File: config.mk
export PLATFORM = sky130hd
export DESIGN_NAME = fx2_async_fifo_port
export DESIGN_NICKNAME = d
export VERILOG_FILES = /design/src/rtl/fx2_async_fifo_port.sv
export SDC_FILE = /design/constraint.sdc
export NUM_CORES = 1
export LEC_CHECK = 0
export ABC_AREA = 1
export CAP_MARGIN = 20
export CORE_MARGIN = 4
export CORE_UTILIZATION = 51
export CTS_CLUSTER_DIAMETER = 60
export DETAILED_ROUTE_END_ITERATION = 16
export PLACE_DENSITY = 0.8
export SETUP_SLACK_MARGIN = 0.1
export SLEW_MARGIN = 20
export SYNTH_ARGS = -nofsm -noshare
export SYNTH_HDL_FRONTEND = slang
export SYNTH_SLANG_ARGS = --single-unit
File: constraint.sdc
create_clock -name sys_clk -period 2 [get_ports sys_clk]
set_input_delay 0.4 -clock sys_clk [delete_from_list [all_inputs] [get_ports sys_clk]]
set_output_delay 0.4 -clock sys_clk [all_outputs]
set_load 0.005 [all_outputs]
File: src/rtl/fx2_async_fifo_port.sv
// Cycle-timed master for the CY7C68013 asynchronous slave-FIFO bus (EP2 read, EP6 write, PKTEND).
// Optional idle-timeout auto PKTEND is enabled by defining FX2_AUTO_PKTEND_EN.
module fx2_async_fifo_port #(
   parameter int ADDR_SETUP_CYC = 2,
   parameter int STROBE_CYC     = 3,
   parameter int RECOVER_CYC    = 4,
   parameter int IDLE_TIMEOUT   = 1024
) (
   input  logic       sys_clk,
   input  logic       sys_rst_n,
   input  logic [7:0] fd_in,
   output logic [7:0] fd_out,
   output logic       fd_oe,
   input  logic       flag_ep2_empty_n,
   input  logic       flag_ep6_full_n,
   output logic       slrd_n,
   output logic       slwr_n,
   output logic       sloe_n,
   output logic       pktend_n,
   output logic [1:0] fifoadr,
   output logic [7:0] rx_data,
   output logic       rx_valid,
   input  logic       rx_ready,
   input  logic [7:0] tx_data,
   input  logic       tx_valid,
   output logic       tx_ready,
   input  logic       tx_flush,
   output logic       busy
);

   localparam logic [3:0] S_IDLE       = 4'd0;
   localparam logic [3:0] S_RD_SETUP   = 4'd1;
   localparam logic [3:0] S_RD_STROBE  = 4'd2;
   localparam logic [3:0] S_RD_RECOVER = 4'd3;
   localparam logic [3:0] S_WR_SETUP   = 4'd4;
   localparam logic [3:0] S_WR_STROBE  = 4'd5;
   localparam logic [3:0] S_WR_RECOVER = 4'd6;
   localparam logic [3:0] S_PK_SETUP   = 4'd7;
   localparam logic [3:0] S_PK_STROBE  = 4'd8;
   localparam logic [3:0] S_PK_RECOVER = 4'd9;

   localparam int CNT_W = 8;
   localparam logic [CNT_W-1:0] SETUP_LAST   = CNT_W'(ADDR_SETUP_CYC - 1);
   localparam logic [CNT_W-1:0] STROBE_LAST  = CNT_W'(STROBE_CYC - 1);
   localparam logic [CNT_W-1:0] RECOVER_LAST = CNT_W'(RECOVER_CYC - 1);

   logic [3:0]       r_state;
   logic [CNT_W-1:0] r_cnt;
   logic [1:0]       r_ep2_sync;
   logic [1:0]       r_ep6_sync;
   logic             r_slrd_n;
   logic             r_slwr_n;
   logic             r_sloe_n;
   logic             r_pktend_n;
   logic [1:0]       r_fifoadr;
   logic             r_fd_oe;
   logic [7:0]       r_fd_out;
   logic [7:0]       r_rx_data;
   logic             r_rx_valid;
   logic             r_tx_ready;
   logic             r_busy;
   logic             r_flush_pend;
   logic             r_dirty;
   logic             r_rr;

   logic       w_rx_elig;
   logic       w_tx_elig;
   logic       w_fl_elig;
   logic [3:0] w_pick;
   logic [3:0] w_nxt;
   logic       w_enter;
   logic       w_rx_take;
   logic       w_in_wr;
   logic       w_auto;

   // Eligibility uses only synchronised flags; the holding register counts as free if it drains this cycle
   assign w_rx_elig = r_ep2_sync[1] && (!r_rx_valid || rx_ready);
   assign w_tx_elig = tx_valid && r_ep6_sync[1];
   assign w_fl_elig = r_flush_pend && r_dirty && r_ep6_sync[1];
   assign w_in_wr   = (r_state == S_WR_SETUP) || (r_state == S_WR_STROBE);
   assign w_rx_take = (r_state == S_RD_STROBE) && (r_cnt == STROBE_LAST);
   assign w_enter   = (w_nxt != r_state);

   always_comb begin
      w_pick = S_IDLE;
      if (w_fl_elig)
         w_pick = S_PK_SETUP;
      else if (w_rx_elig && w_tx_elig)
         w_pick = r_rr ? S_WR_SETUP : S_RD_SETUP;
      else if (w_rx_elig)
         w_pick = S_RD_SETUP;
      else if (w_tx_elig)
         w_pick = S_WR_SETUP;
   end

   // The last recovery cycle arbitrates directly so back-to-back bytes keep the 9-cycle period
   always_comb begin
      w_nxt = r_state;
      case (r_state)
         S_IDLE:       w_nxt = w_pick;
         S_RD_SETUP:   if (r_cnt == SETUP_LAST)   w_nxt = S_RD_STROBE;
         S_RD_STROBE:  if (r_cnt == STROBE_LAST)  w_nxt = S_RD_RECOVER;
         S_RD_RECOVER: if (r_cnt == RECOVER_LAST) w_nxt = w_pick;
         S_WR_SETUP:   if (r_cnt == SETUP_LAST)   w_nxt = S_WR_STROBE;
         S_WR_STROBE:  if (r_cnt == STROBE_LAST)  w_nxt = S_WR_RECOVER;
         S_WR_RECOVER: if (r_cnt == RECOVER_LAST) w_nxt = w_pick;
         S_PK_SETUP:   if (r_cnt == SETUP_LAST)   w_nxt = S_PK_STROBE;
         S_PK_STROBE:  if (r_cnt == STROBE_LAST)  w_nxt = S_PK_RECOVER;
         S_PK_RECOVER: if (r_cnt == RECOVER_LAST) w_nxt = w_pick;
         default:      w_nxt = S_IDLE;
      endcase
   end

`ifdef FX2_AUTO_PKTEND_EN
   logic [15:0] r_idle_cnt;

   assign w_auto = r_dirty && !tx_valid && (r_idle_cnt == 16'(IDLE_TIMEOUT - 1));

   always_ff @(posedge sys_clk or negedge sys_rst_n) begin
      if (!sys_rst_n)
         r_idle_cnt <= '0;
      else if (r_tx_ready || !r_pktend_n || !(r_dirty && !tx_valid) || w_auto)
         r_idle_cnt <= '0;
      else
         r_idle_cnt <= r_idle_cnt + 16'd1;
   end
`else
   assign w_auto = 1'b0;
`endif

   always_ff @(posedge sys_clk or negedge sys_rst_n) begin
      if (!sys_rst_n) begin
         r_state    <= S_IDLE;
         r_cnt      <= '0;
         r_ep2_sync <= 2'b00;
         r_ep6_sync <= 2'b00;
         r_rr       <= 1'b0;
      end else begin
         r_state    <= w_nxt;
         r_ep2_sync <= {r_ep2_sync[0], flag_ep2_empty_n};
         r_ep6_sync <= {r_ep6_sync[0], flag_ep6_full_n};
         if (w_enter || (r_state == S_IDLE))
            r_cnt <= '0;
         else
            r_cnt <= r_cnt + CNT_W'(1);
         if (w_enter && ((w_nxt == S_RD_SETUP) || (w_nxt == S_WR_SETUP)))
            r_rr <= ~r_rr;
      end
   end

   // Bus pins are registered from the next state so strobes leave the flops glitch-free
   always_ff @(posedge sys_clk or negedge sys_rst_n) begin
      if (!sys_rst_n) begin
         r_slrd_n   <= 1'b1;
         r_slwr_n   <= 1'b1;
         r_sloe_n   <= 1'b1;
         r_pktend_n <= 1'b1;
         r_fifoadr  <= 2'b00;
         r_fd_oe    <= 1'b0;
         r_fd_out   <= 8'h00;
         r_tx_ready <= 1'b0;
         r_busy     <= 1'b0;
      end else begin
         r_slrd_n   <= (w_nxt != S_RD_STROBE);
         r_slwr_n   <= (w_nxt != S_WR_STROBE);
         r_pktend_n <= (w_nxt != S_PK_STROBE);
         r_sloe_n   <= !((w_nxt == S_RD_SETUP) || (w_nxt == S_RD_STROBE));
         r_fifoadr  <= ((w_nxt >= S_WR_SETUP) && (w_nxt <= S_PK_RECOVER)) ? 2'b10 : 2'b00;
         r_fd_oe    <= (w_nxt == S_WR_SETUP) || (w_nxt == S_WR_STROBE) ||
                       ((w_nxt == S_WR_RECOVER) && (r_state != S_WR_RECOVER));
         r_tx_ready <= w_enter && (w_nxt == S_WR_SETUP);
         r_busy     <= (w_nxt != S_IDLE);
         if (w_enter && (w_nxt == S_WR_SETUP))
            r_fd_out <= tx_data;
      end
   end

   always_ff @(posedge sys_clk or negedge sys_rst_n) begin
      if (!sys_rst_n) begin
         r_rx_data    <= 8'h00;
         r_rx_valid   <= 1'b0;
         r_flush_pend <= 1'b0;
         r_dirty      <= 1'b0;
      end else begin
         if (w_rx_take) begin
            r_rx_data  <= fd_in;
            r_rx_valid <= 1'b1;
         end else if (r_rx_valid && rx_ready) begin
            r_rx_valid <= 1'b0;
         end
         if (w_enter && (w_nxt == S_PK_SETUP))
            r_dirty <= 1'b0;
         else if (w_enter && (w_nxt == S_WR_RECOVER))
            r_dirty <= 1'b1;
         // A flush with nothing written is dropped, except while a write is still on its way to dirty
         if (w_enter && (w_nxt == S_PK_SETUP))
            r_flush_pend <= 1'b0;
         else if (!r_dirty && !w_in_wr)
            r_flush_pend <= 1'b0;
         else if (tx_flush || w_auto)
            r_flush_pend <= 1'b1;
      end
   end

   assign slrd_n   = r_slrd_n;
   assign slwr_n   = r_slwr_n;
   assign sloe_n   = r_sloe_n;
   assign pktend_n = r_pktend_n;
   assign fifoadr  = r_fifoadr;
   assign fd_oe    = r_fd_oe;
   assign fd_out   = r_fd_out;
   assign rx_data  = r_rx_data;
   assign rx_valid = r_rx_valid;
   assign tx_ready = r_tx_ready;
   assign busy     = r_busy;

endmodule

# Yosys cells after proc, flatten, opt, wreduce, memory -nomap -nowiden
# Index checks and enable logic that the tools add are counted.
dict set report op_classes {
  n_addsub 1
  mux 22
  n_reduce_logical 31
  bitwise_logic 1
  n_eq_ne 23
  n_lt_le_gt_ge 2
}
# cell n
set ops {}
lappend ops {{2-to-1 mux 4 bit} 9}
lappend ops {{== test 4 x 3 -> 1 bit (second input constant)} 8}
lappend ops {{case mux 4 bit (8 select lines)} 1}
lappend ops {{== test 8 x 2 -> 1 bit (second input constant)} 2}
lappend ops {{logical AND 1 bit} 14}
lappend ops {{== test 4 x 2 -> 1 bit (second input constant)} 3}
lappend ops {{2-to-1 mux 3 bit} 3}
lappend ops {{adder 8 x 1 -> 8 bit (second input constant)} 1}
lappend ops {{== test 4 x 1 -> 1 bit (second input constant)} 2}
lappend ops {{== test 4 bit (second input constant)} 2}
lappend ops {{== test 8 x 1 -> 1 bit (second input constant)} 1}
lappend ops {{2-to-1 mux 8 bit} 1}
lappend ops {{!= test 4 x 3 -> 1 bit (second input constant)} 2}
lappend ops {{logical OR 1 bit} 7}
lappend ops {{2-to-1 mux 1 bit} 7}
lappend ops {{>= comparator 4 x 3 -> 1 bit (second input constant)} 1}
lappend ops {{less-or-equal comparator 4 bit (second input constant)} 1}
lappend ops {{zero test 1 bit} 4}
lappend ops {{zero test 4 bit} 1}
lappend ops {{!= test 4 x 2 -> 1 bit (second input constant)} 1}
lappend ops {{!= test 4 bit} 1}
lappend ops {{!= test 4 bit (second input constant)} 1}
lappend ops {{nonzero test 2 bit} 2}
lappend ops {{nonzero test 4 bit} 1}
lappend ops {{other kinds (4)} 4}
dict set report word_totals {
  word_cells 98
  ff_bits 45
  out_inout_bits 26
  in_bits 23
}

# Logic depth before layout (Yosys ltp)
# Gate-level depths: netlist of run 1.
dict set report depth {
  ltp_word 12
  ltp_mapped 16
  mapped_depth_nobuf 16
}

# Worst setup path after synthesis of run 1
# Ideal clock, no wire load.
dict set report synth_path {
  kind {register to register}
  start {register r_cnt[1]}
  end {register r_rr}
  setup_time_ns 0.116
  arrival_ns 1.717
  path_stages_with_launch 15
  slack_ns 0.167
  n_path_buf 1
  t_required_ns 1.884
  synth_period_minus_slack_ns 1.833
  cell_sequence {dfrtp_1 -> inv_1 -> ha_1 -> nand2_1 -> nor2_4 -> nor2_2 -> nor2_4 -> nand3_4 -> nand2_2 -> nand2_2 -> nor2_4 -> nand3_4 -> buf_8 -> nand3b_2 -> nand2_1}
}
dict set report synth_via {
  elab_chain_len 6
  elab_cells_between_ends 16
  classes_between {eq/ne (6); mux (8); reduce/logical (2)}
}
# item line_no
set synth_rtl {}
lappend synth_rtl {{from (decl)} 48} ;# logic [CNT_W-1:0] r_cnt;
lappend synth_rtl {{from (signal assigned)} 145} ;# r_cnt <= r_cnt + CNT_W'(1);
lappend synth_rtl {{== test 8 x 2 -> 1 bit (tied with other cells)} {103, 106, 109}}
lappend synth_rtl {{2-to-1 mux 4 bit (tied with other cells)} {103, 106, 109}}
lappend synth_rtl {{case mux 4 bit (8 select lines) (*)} 99} ;# case (r_state)
lappend synth_rtl {{net w_nxt[1]} 70} ;# logic [3:0] w_nxt;
lappend synth_rtl {{== test 4 x 1 -> 1 bit or == test 4 x 3 -> 1 bit (tied branches)} 146} ;# if (w_enter && ((w_nxt == S_RD_SETUP) || (w_nxt == S_WR_SETUP)))
lappend synth_rtl {{logical OR 1 bit} 146}
lappend synth_rtl {{logical AND 1 bit (*)} 146}
lappend synth_rtl {{to (signal assigned)} 147} ;# r_rr <= ~r_rr;
lappend synth_rtl {{to (decl)} 64} ;# logic r_rr;
# The timed path passes the listed nets; every way through them passes the cells marked *.
# A chain may end at the register's enable or synchronous reset.

# Worst setup path after layout of run 1
dict set report layout_path {
  start {register r_cnt[1]}
  end {register r_fd_out[6], in the netlist fd_out[6]}
}
dict set report layout_via {
  elab_chain_len 5
  elab_cells_between_ends 14
  classes_between {eq/ne (5); mux (8); reduce/logical (1)}
}
# item line_no
set layout_rtl {}
lappend layout_rtl {{== test 8 x 2 -> 1 bit (tied with other cells)} {103, 106, 109}}
lappend layout_rtl {{2-to-1 mux 4 bit (tied with other cells)} {103, 106, 109}}
lappend layout_rtl {{case mux 4 bit (8 select lines) (*)} 99}
lappend layout_rtl {{net w_nxt[0]} 70}
lappend layout_rtl {{!= test 4 bit or == test 4 x 3 -> 1 bit (tied branches)} {82, 173}}
lappend layout_rtl {{logical AND 1 bit (*)} 173} ;# if (w_enter && (w_nxt == S_WR_SETUP))
lappend layout_rtl {{to (signal assigned)} 174} ;# r_fd_out <= tx_data;
lappend layout_rtl {{to (decl)} 57} ;# logic [7:0] r_fd_out;
# Marks and branches as above.

==> results.md, run 1 <==
- Run status: complete, but fails checks
- Violated checks: negative setup slack
- Fin. Hold Viols: 0
- Switching part of the total power: 42.8%
- WP data arrival: 2.27 ns
- CP Launch Type: flip-flop
- Initial antenna violation count: 0
- CTS buffer count: 5
- Die Wd: 75.1 µm
- Die height: around 75 µm
- PortBufs: 47
- Synth unique cells: 31
- Clock Skews: 0.00860 ns
- DRC Markers: 0
- Final Util: 76.2%
- Tot GR Track Use: approximately 19%
- Final Wtd Congestion: approximately 0.88
- Sequential power share: 28.6%
- Peak VDD IR: between 0.7 and 0.8 mV
- Core Region: 0.00435 mm²
- Clk slew on worst S/H paths: 0.09 ns
- Synthesized area: 0.00230 mm²
- Worst r2r src: r_cnt[1]
- Inserted Diodes: 0
- Syn Inst Count: 256
- Hold/Removal Path Class: in -> async
- Vias in the first global route: 1934
- Max Clk Rate: 496 MHz
- DR vias/cell: 5.01
- Share of post-route cells with drive strength above 1: a little under two fifths
- Gr ovfl total: 0
- Max-slew violations: 0
- Most common cell after layout, fill and taps aside: nand2_1
- Setup Viol. Count Final: 8
- Post-synth EDFFs: 0
- Num Clock Sinks: 44
- Die area: 0.00564 mm²
- Combinational fraction of design power: 58.2%
- Leak: 1.55 nW
- Sequential element share of the synthesized area: 48.2%
- Crit path max fanout: 7
- Fin nets: ~370
- Initial Util: 52.7%
- Hold WS: 0.155 ns
- RSZ-0062 raised after global routing: true
- Worst R2R Path Depth: 15
- Critical path required time: 2.25 ns
- First-pass GRT wire length: 8340 µm
- Nature of the critical path endpoint: flip-flop
- Worst reg2reg endpoint: fd_out[6]
- DP Worst Slack: -0.257 ns
- Non-Filler Instances: between 300 and 400
- Yosys warning total: 0
- Clk buf depth: 2
- Rel. slew slack: 64.1%
- Net switching power: 0.00197 W
- Drt first pass iters: 4
- Commonest cells after routing, fill and taps aside: nand2_1 (56), clkdlybuf4s50_1 (46), dfrtp_1 (36), buf_4 (31), inv_1 (23)
- Clock Latency Late Sink: 0.31 ns
- PD cells: 1390 mW/mm²
- Post-synth top area cell: dfrtp_1
- Slew of the pin with the lowest slew margin: 0.539 ns
- IO Count: 49
- Crit Path Category: reg -> reg
- Max-cap violation count: 0
- Worst Setup Slack, final: -0.0151 ns
- Hold buffer count at cts: 0
- Minimum clock period: 2.02 ns
- Per-cell routed wire length: 13.5 µm
- Part of the cycle the worst path needs: 101%
- Reg-to-reg setup timing slack: -0.02 ns
- Ranking of synthesized cells by area: dfrtp_1 (44%), nand2_1 (11%), dfstp_2 (4.6%), inv_1 (4.3%), mux2_2 (3.9%)
- Ys flop type: dfrtp_1
- FP Rows: 24
- Mapped Avg Cell Area: about 9 µm²
- Final ANT Viol Nets: 0
- Yosys top cell area share: 43.6%
- Internal: 0.00263 W
- Clk network pwr share: 13.1%
- Pin count of the biggest net entering global routing: 45
- Syn nets: 282
- Vias: roughly 2000
- #FFs+latches synth: 44
- Inst Count DP: 370
- 1st-iter DRT viols: 130
- Routed wire length: 5320 µm
- H-tree Lvls: 2
- CTS tree: built
- Post-DP HPWL: 3670 µm
- Clock root buffer master: clkbuf_8
- Ys async rst share: 100%
- Area Overhead vs Synth: 44.5%
- Final TNS setup: -0.0915 ns
worst max-delay path by stage:
| stage | start | endpoint | slack, ns | cells after the start |
|---|---|---|---|---|
| 3_5_place_dp | rx_ready | fd_out[1] | -0.26 | 14 |
| 5_1_grt | r_cnt[1] | fd_out[3] | -0.13 | 14 |
| 4_1_cts | r_cnt[1] | fd_out[5] | 0.02 | 13 |
| 3_3_place_gp | rx_ready | fd_out[0] | -0.20 | 14 |
| 6_report | r_cnt[1] | fd_out[6] | -0.02 | 15 |
| 2_1_floorplan | r_cnt[1] | r_rr | 0.17 | 14 |
synthesized netlist by cell type (3+ instances only):
cell type	instances
nand2_1	66
nand3_2	4
inv_2	4
nand3_1	16
nor2_1	22
nand2_2	9
nand4_1	4
o21ai_0	5
dfrtp_1	40
nor2_4	7
mux2_2	8
dfstp_2	4
a21oi_1	4
nor3_1	8
inv_1	26
nand3_4	3
nor2_2	5
nand2_4	3
ha_1	3
per-layer routing:
layer | track usage [%] | vias to the layer above | part of all wire (%)
met4 | 6.13 | 0 | 1.7
met5 | 0 | - | 0
met3 | 5.74 | 10 | 5.2
met1 | 24.5 | 924 | 43
li1 | - | 993 | -
met2 | 32.3 | 48 | 50
critical path, stage by stage, from the launching register on:
cell and delay, ns:
dfrtp_1 0.44, inv_2 0.10, ha_4 0.15, nand2_4 0.05, nor2_4 0.17, buf_4 0.13
nand2_1 0.07, nand2_2 0.11, nor2_4 0.05, nand3_4 0.08, nand2_2 0.08, nand2_4 0.12
nand3_4 0.16, nand2_4 0.15, nand2_2 0.05, nand2_1 0.05
layout make-up:
| class | count | area, µm² |
|---|---|---|
| clock buffer | 6 | 82.6 |
| clock inverter | 2 | 15.0 |
| fill | 281 | 1040 |
| inverter | 31 | 121 |
| multi-input combinational | 181 | 1220 |
| sequential | 44 | 1110 |
| tap | 52 | 65.1 |
| timing repair buffer | 78 | 698 |
kinds of logic after synthesis:
kind of cell	synth area share, %
AO/OA/AOI/OAI	4.36
XOR/XNOR	0.763
adder cells (fa/ha/maj)	1.64
buffers and inverters	6.10
flip-flops	48.2
multiplexers	3.92
other	0.163
AND/OR/NAND/NOR	34.9
registers in the layout, summed over array words and instances (netlist names):
register,flops
sloe_n,1
rx_valid,1
r_rr,1
r_ep2_sync,2
fd_out,8
fifoadr,1
r_state,4
busy,1
tx_ready,1
r_dirty,1
r_flush_pend,1
slrd_n,1
rx_data,8
fd_oe,1
slwr_n,1
pktend_n,1
r_ep6_sync,2
r_cnt,8
per-stage QoR:
| step | total power [W] | instance area (µm²) |
|---|---|---|
| 3_3_place_gp | 0.00359 | 2930 |
| 4_1_cts | 0.00447 | 3220 |
| 6_report | 0.00461 | 3320 |
| 2_1_floorplan | 0.00275 | 2300 |
| 5_1_grt | 0.00494 | 3320 |
| 3_5_place_dp | 0.00364 | 2930 |
power groups by stage:
stage               Sequential, W  Combinational [W]  Clock [W]
finish                    0.00132            0.00268   0.000605
global route              0.00134            0.00295   0.000646
CTS                       0.00131            0.00255   0.000617
detailed placement        0.00131            0.00233          0
global placement          0.00131            0.00227          0
floorplan                 0.00131            0.00144          0
what timing repair did:
action,CTS,global route
buffers inserted,11,3
cloned,2,0
setup endpoints to repair,19,23
pin swaps,17,13
hold endpoints to repair,0,0
gates resized for setup,26,22
Power figures use the tool's default switching activity.
==> inputs of run 2 (changes only) <==
- HOLD_SLACK_MARGIN: default -> 0.05
==> results of run 2 <==
Final layout, timing and power as in run 1 (identical DEF).
